**src/rtl/pipe_ctrl.sv**
```systemverilog
// Pipeline hold/flush controller: load-use bubbles, jump redirects and front-end
// freeze during multi-cycle execute ops. Optional perf counters: PIPE_CTRL_PERF_EN.
module pipe_ctrl #(
  parameter int unsigned MaxWait  = 64,
  parameter int unsigned CntWidth = 7
) (
  input  logic        Clk,
  input  logic        Rst,
  input  logic [4:0]  IdRs1Addr,
  input  logic [4:0]  IdRs2Addr,
  input  logic        IdRs1Read,
  input  logic        IdRs2Read,
  input  logic [4:0]  ExRdAddr,
  input  logic        ExRdWriteEnable,
  input  logic [6:0]  ExOpCode,
  input  logic        ExJumpFlag,
  input  logic [63:0] ExJumpAddr,
  input  logic        ExMultiStart,
  input  logic        ExMultiDone,
  output logic        HoldPc,
  output logic        HoldIf2Id,
  output logic        HoldId2Ex,
  output logic        FlushIf2Id,
  output logic        FlushId2Ex,
  output logic        JumpFlagOut,
  output logic [63:0] JumpAddrOut,
  output logic        WaitTimeout,
  output logic [31:0] StallCycles,
  output logic [31:0] FlushCount,
  output logic        DbgState
);

  // Handshake: ExMultiStart is a one-cycle request; ExMultiDone is a one-cycle
  // completion strobe honoured only in WAIT. Holds are the back-pressure response.

  typedef enum logic {
    RUN  = 1'b0,
    WAIT = 1'b1
  } state_e;

  localparam logic [6:0]          OpLoad = 7'b0000011;
  localparam logic [CntWidth-1:0] MaxCnt = CntWidth'(MaxWait);

  state_e              state_q, state_d;
  logic [CntWidth-1:0] cnt_q, cnt_d, cnt_inc;
  logic                timeout_q, timeout_d;
  logic                load_use;
  logic                hold_pc, hold_if, hold_ex;
  logic                flush_if, flush_ex;
  logic                jump_flag;
  logic [63:0]         jump_addr;

  assign load_use = (ExOpCode == OpLoad) && ExRdWriteEnable && (ExRdAddr != 5'd0) &&
                    ((IdRs1Read && (IdRs1Addr == ExRdAddr)) ||
                     (IdRs2Read && (IdRs2Addr == ExRdAddr)));

  assign cnt_inc = (cnt_q == MaxCnt) ? cnt_q : cnt_q + 1'b1;

  always_ff @(posedge Clk) begin
    if (Rst) begin
      state_q   <= RUN;
      cnt_q     <= '0;
      timeout_q <= 1'b0;
    end else begin
      state_q   <= state_d;
      cnt_q     <= cnt_d;
      timeout_q <= timeout_d;
    end
  end

  always_comb begin
    state_d   = state_q;
    cnt_d     = cnt_q;
    timeout_d = timeout_q;
    hold_pc   = 1'b0;
    hold_if   = 1'b0;
    hold_ex   = 1'b0;
    flush_if  = 1'b0;
    flush_ex  = 1'b0;
    jump_flag = 1'b0;
    jump_addr = '0;
    if (!Rst) begin
      unique case (state_q)
        RUN: begin
          if (ExJumpFlag) begin
            jump_flag = 1'b1;
            jump_addr = ExJumpAddr;
            flush_if  = 1'b1;
            flush_ex  = 1'b1;
          end else if (ExMultiStart) begin
            hold_pc = 1'b1;
            hold_if = 1'b1;
            hold_ex = 1'b1;
            state_d = WAIT;
            cnt_d   = '0;
          end else if (load_use) begin
            hold_pc  = 1'b1;
            hold_if  = 1'b1;
            flush_ex = 1'b1;
          end
        end
        WAIT: begin
          cnt_d = cnt_inc;
          if (ExMultiDone) begin
            state_d = RUN;
          end else if (cnt_inc == MaxCnt) begin
            // Watchdog expired: release the pipe this cycle and flag the error.
            state_d   = RUN;
            timeout_d = 1'b1;
          end else begin
            hold_pc = 1'b1;
            hold_if = 1'b1;
            hold_ex = 1'b1;
          end
        end
        default: state_d = RUN;
      endcase
    end
  end

  // A flush always wins over a hold on the same stage register.
  assign HoldPc      = hold_pc;
  assign HoldIf2Id   = hold_if & ~flush_if;
  assign HoldId2Ex   = hold_ex & ~flush_ex;
  assign FlushIf2Id  = flush_if;
  assign FlushId2Ex  = flush_ex;
  assign JumpFlagOut = jump_flag;
  assign JumpAddrOut = jump_addr;
  assign WaitTimeout = timeout_q & ~Rst;
  assign DbgState    = state_q;

`ifdef PIPE_CTRL_PERF_EN
  logic [31:0] stall_q, flushcnt_q;

  always_ff @(posedge Clk) begin
    if (Rst) begin
      stall_q    <= '0;
      flushcnt_q <= '0;
    end else begin
      if (HoldPc || HoldIf2Id || HoldId2Ex) stall_q <= stall_q + 32'd1;
      if (JumpFlagOut) flushcnt_q <= flushcnt_q + 32'd1;
    end
  end

  assign StallCycles = stall_q;
  assign FlushCount  = flushcnt_q;
`else
  assign StallCycles = 32'd0;
  assign FlushCount  = 32'd0;
`endif

endmodule

```
**config.mk**
```make
export PLATFORM = sky130hd
export DESIGN_NAME = pipe_ctrl
export DESIGN_NICKNAME = d
export VERILOG_FILES = /design/src/rtl/pipe_ctrl.sv
export SDC_FILE = /design/constraint.sdc
export NUM_CORES = 1
export LEC_CHECK = 0
export ABC_CLOCK_PERIOD_IN_PS = 1700
export BUFFER_PORTS_ARGS = -buffer_cell sky130_fd_sc_hd__clkbuf_2
export CORE_AREA = 2 2 90 92
export DETAILED_ROUTE_END_ITERATION = 10
export DIE_AREA = 0 0 92 94
export PLACE_DENSITY = 0.71
export SLEW_MARGIN = 40
export SYNTH_ARGS = -nofsm -noshare
export SYNTH_HDL_FRONTEND = slang
export SYNTH_SLANG_ARGS = --single-unit
```
**constraint.sdc**
```tcl
create_clock -name Clk -period 1.7 [get_ports Clk]
set_input_delay 0 -clock Clk [delete_from_list [all_inputs] [get_ports Clk]]
set_output_delay 0 -clock Clk [all_outputs]
set_load 0.01 [all_outputs]
```
==> results of run 1 <==
[worst max-delay path: stages, from the launching register on]
cell and delay (ns):
dfxtp_2 0.33, inv_2 0.07, ha_4 0.12, or4b_4 0.48
nor2_4 0.17, mux2i_2 0.27, o221ai_2 0.16, a21boi_2 0.18
buf_2 0.15
[cell families (layout without fill, tap and decap cells)]
| logic type | count (synthesis) | in the layout | share of synthesized area [%] |
|---|---|---|---|
| multiplexers | 2 | 2 | 1.23 |
| adder cells (fa/ha/maj) | 2 | 2 | 1.45 |
| flip-flops | 9 | 9 | 10.5 |
| XOR/XNOR | 12 | 12 | 6.10 |
| AND/OR/NAND/NOR | 108 | 108 | 38.2 |
| AO/OA/AOI/OAI | 26 | 26 | 10.6 |
| buffers and inverters | 80 | 196 | 31.7 |
| other | 1 | 64 | 0.218 |
[layout by cell type, fill, tap and decap left out, drive strengths merged, types with 2 or more instances in the layout]
master / synthesis / layout
buf: 67 / 21
nand4: 2 / 2
nor3b: 2 / 2
and2: 64 / 64
xnor2: 4 / 4
nand2: 5 / 5
or2: 2 / 2
clkbuf: 7 / 168
nor2b: 5 / 5
dfxtp: 9 / 9
nor4: 2 / 2
ha: 2 / 2
nand2b: 3 / 3
xor2: 8 / 8
inv: 6 / 6
nand3: 3 / 3
o21ai: 10 / 10
nor3: 2 / 2
nor2: 9 / 9
a21boi: 3 / 3
conb: 1 / 64
a21oi: 2 / 2
and3: 4 / 4
[layer usage]
metal	vias up	part of all wire [%]	track usage (%)
met5	-	0	0
met4	0	0.48	1.62
met3	5	8.6	4.17
met2	99	54	26.7
met1	934	37	16.2
li1	1011	-	-
[power by group through the flow]
stage	clock network (mW)	registers, mW	logic, mW
floorplan	0	0.238	0.401
global placement	0	0.235	0.557
detailed placement	0	0.236	0.567
CTS	0.277	0.232	0.579
global route	0.285	0.234	0.648
finish	0.267	0.233	0.589
[registers in the layout (all words and copies together), names as in the netlist]
name	flops
timeout_q	1
DbgState	1
cnt_q	7
[through the flow]
stage          TNS [ns]  hold WS [ns]  area (um^2)
2_1_floorplan   -0.0959        0.0429         1960
3_3_place_gp     -0.563         0.249         2540
3_5_place_dp      -1.02         0.262         2540
4_1_cts           -1.96        0.0957         2620
5_1_grt           -2.97         0.128         2640
6_report          -2.37        0.0996         2640
[repair_timing]
action,CTS,global route
hold buffers,1,0
gates resized for setup,3,6
setup endpoints to repair,8,9
cloned,0,0
buffers inserted,2,2
pin swaps,5,5
endpoints found under the hold margin,1,0
[layout make-up]
| type | instances | area share (%) |
|---|---|---|
| clock buffer | 4 | 1.70 |
| inverter | 6 | 0.852 |
| multi-input combinational | 214 | 47.8 |
| sequential | 9 | 6.91 |
| tap | 102 | 4.83 |
| timing repair buffer | 186 | 37.9 |
[how the worst min path moves through the flow]
stage	end	cells after the start
global route	timeout_q	2
detailed placement	timeout_q	2
CTS	timeout_q	2
global placement	timeout_q	2
floorplan	WaitTimeout	1
finish	timeout_q	2
==> flow_summary.ini, run 1 <==
[status]
outcome = finished, violations left
violations = setup timing

[timing]
fmax_mhz = 463
fin_ws_ns = -0.460
period_share_pct = 127
finalSetupViolCount = 9
final_max_slew_viol_count = 0
hold_violations = 0
rsz0062_at_grt = yes
fin_crit_ns = 2.16
fin_skew_ns = 0.00135

[pwr]
p_leak_nw = 1.54
switching_power_uw = 431
power_density_nw_per_um2 = 412
power_switching_share_pct = 39.6
seqPwrFrac_pct = 21.4
finalPower_mw = 1.09
p_int_uw = 658
pwr-share-clk_pct = 24.5
p_comb_share_pct = 54.1
ir_worst_vdd_uv = 163

[drt]
drtPass1Iterations = 4
num_vias = 2049
drtAntennaViolNets = 0
route.detailed.drc = 0
drt_wl_total_mm = 6.47
drtIter0Drc = 29
wl_per_cell_um = 12.4
viasPerCell = 3.93

[critical_path]
cp_data_required_time_ns = 1.70
cp.arrival_ns = 2.16
crit_start = cnt_q[1]
setup.worst_path.class = register to primary output
worstSetupEndpoint = HoldPc
crit_path_end_kind = primary output
rr_startpoint = cnt_q[1]
rr_endpoint = DbgState
crit_fanout = 4
reg2reg_slack_ns = -0.26
rr_worst_depth = 8
critPathLaunchType = register

[floorplan]
initial_core_util_pct = 22.6
die_area_um2 = 8650
rows = 32
die_h_um = 94
core_um2 = 7610
die_w_um = 92
ios = 230

[clocking]
clk_pin_slew_ns = 0.05
cts.sinks = 9
htreeDepth = 1
cts_root_buffer = clkbuf_8
cts-buffers-inserted = 3
cts.path.max_buffers = 2
cts_tree = built
clock_latency_ns = 0.24

[final_layout]
diodes = 0
area_delta_synth_final_pct = 53.4
fillerInstances = 829
multi_input_area_um2 = 1260
post-route-util_pct = 34.7
fin_cells = 521
drive_gt1_share_pct = 48.9
layout.nets = 516
seq_area_um2 = 183

[synthesis]
async_reset_ff_share_pct = 0
avgSynthCellArea_um2 = 7.18
syn-cell-area_um2 = 1720
synth.most_common_cell = buf_4
yosys-top-cells-area = buf_4, and2_1, dfxtp_1, xor2_1, o21ai_0
yosysSeqAreaShare_pct = 10.5
synth_cell_types = 43
synth_flop_cell = dfxtp_1
synth_edf_count = 0
yosys.area.top_type = buf_4
syn_inst = 240
synth_common_cells = buf_4, and2_1, o21ai_0, dfxtp_1
yosysWarnings = 0
yosysTopAreaCellShare_pct = 28.3
synth.ff_latch_count = 9

[global_route]
grt_max_degree = 67
antenna_found_initial = 0
first_global_vias = 1885
grt_pass1_wl_mm = 9.81
grt_usage_pct = 14.1
grt_overflow = 0

[worst_hold_path]
worstHoldPathType = input pin to register
hp-start = Rst

[placement]
io_buffers = 165
gp_congestion = 0.915
dp.cells = 513
dpl.hpwl_mm = 5.82
dp_slack_ns = -0.209

[run]
max_cap_violations = 0
Note: power is estimated with default switching activity, not from simulation.
==> inputs of run 2 (changes only) <==
- CTS_BUF_LIST: unset -> sky130_fd_sc_hd__clkbuf_2 sky130_fd_sc_hd__clkbuf_4 sky130_fd_sc_hd__clkbuf_8
==> run 2 against run 1 <==
Combinational power barely moved; setup slack hardly changed; maximum frequency about the same; sequential cell count did not move; utilization barely moved; the flow still finishes with violations (setup timing); clock skew shrank 0.00096 ns; final cell count is the same; non-clock buffer count unchanged; routed wire length about the same.
==> flow_summary.ini, run 2 (synthesis results as in run 1) <==
[pwr]
p_leak_nw = 1.55
finalPower_mw = 1.11
power_density_nw_per_um2 = 418
ir_worst_vdd_uv = 184

[floorplan]
die_h_um = 94
ios = 230
die_w_um = 92
rows = 32
initial_core_util_pct = 22.6
core_um2 = 7610
die_area_um2 = 8650

[critical_path]
rr_worst_depth = 8
rr_startpoint = cnt_q[1]
cp_data_required_time_ns = 1.70
cp.depth = 8
crit_buf_inv = 2
crit_fanout = 4
cp_slowest_stage_delay_ns = 0.48
reg2reg_slack_ns = -0.26
critPathLaunchType = register
cp.arrival_ns = 2.16
critPathSlowestCell = or4b_4
setup.worst_path.class = register to primary output
critical-path-top-delay-family = simple AND/OR/NAND/NOR gates
crit_path_end_kind = primary output
path_cells = inv_2 > ha_4 > or4b_4 > nor2_4 > mux2i_2 > o221ai_2 > a21boi_2 > buf_2
rr_endpoint = DbgState

[status]
violations = setup timing
outcome = finished, violations left

[final_layout]
largest_reg_flops = 7
layout.nets = 516
diodes = 0
mostFrequentLayoutCells = clkbuf_2, and2_1, conb_1
finish.instance_area_um2 = 2650
final_common_cell = clkbuf_2
post-route-util_pct = 34.8
drive_gt1_share_pct = 49.2
top_register = cnt_q
area_delta_synth_final_pct = 53.6
fin_cells = 521

[placement]
dp.cells = 513
placed_area_um2 = 2540
dp_slack_ns = -0.209
dpl.hpwl_mm = 5.82
io_buffers = 165
gp_congestion = 0.915

[timing]
rsz0062_at_grt = yes
period_share_pct = 127
fin_crit_ns = 2.16
hold_violations = 0
fmax_mhz = 463
final_max_slew_viol_count = 0
finalSetupViolCount = 9
fin_skew_ns = 0.000393
fin_hold_ws_ns = 0.0980
setup_tns_ns = -2.37
fin_ws_ns = -0.460

[drt]
drt_wl_total_mm = 6.47
route.detailed.drc = 0
drtAntennaViolNets = 0
drtPass1Iterations = 4
wl_per_cell_um = 12.4
drtIter0Drc = 33
viasPerCell = 3.94
num_vias = 2054

[worst_hold_path]
hp-start = Rst
holdPathEnd = timeout_q
whs_path_depth = 2
worstHoldPathType = input pin to register

[global_route]
grt_max_degree = 67
grt_overflow = 0
grt_usage_pct = 14.1
met2_usage_pct = 26.7
busiest_layer = met2
grt_use_met3_pct = 4.17
grt_pass1_wl_mm = 9.81
first_global_vias = 1885
use_met1_pct = 16.2
antenna_found_initial = 0

[clocking]
cts_tree = built
clk_pin_slew_ns = 0.05
cts.path.max_buffers = 2
clock_latency_ns = 0.24
htreeDepth = 1
cts_root_buffer = clkbuf_8
cts-buffers-inserted = 3
cts.sinks = 9

[run]
max_cap_violations = 0
run 2: cell counts in the layout (fill, tap and decap cells not counted):
Identical to the previous run, type by type.
run 2: report_power, final:
part           internal, mW  switching (mW)
clock network         0.181           0.104
registers             0.222          0.0110
logic                 0.271           0.318
run 2: metal layers:
metal  up-vias  wire, um
met1       944      2410
li1       1012         -
met2        93      3490
met4         0        31
met5         -         0
met3         5       541
run 2: how the worst max path moves through the flow:
stage                         from        end
after floorplan           cnt_q[0]  timeout_q
after global placement    cnt_q[0]  HoldIf2Id
after detailed placement  cnt_q[0]     HoldPc
after CTS                 cnt_q[0]     HoldPc
after global routing      cnt_q[1]     HoldPc
final                     cnt_q[1]     HoldPc
run 2: final cells by class:
cell class                 count  area [um^2]
fill                         829         4960
multi-input combinational    214         1260
timing repair buffer         186         1000
sequential                     9          183
tap                          102          128
clock buffer                   4         48.8
inverter                       6         22.5
run 2: timing repair:
action | in CTS | in global routing
hold endpoints to repair | 1 | 0
endpoints found under the setup margin | 8 | 9
hold buffers | 1 | 0
pin swaps | 5 | 5
setup buffers | 2 | 2
gates resized for setup | 3 | 6
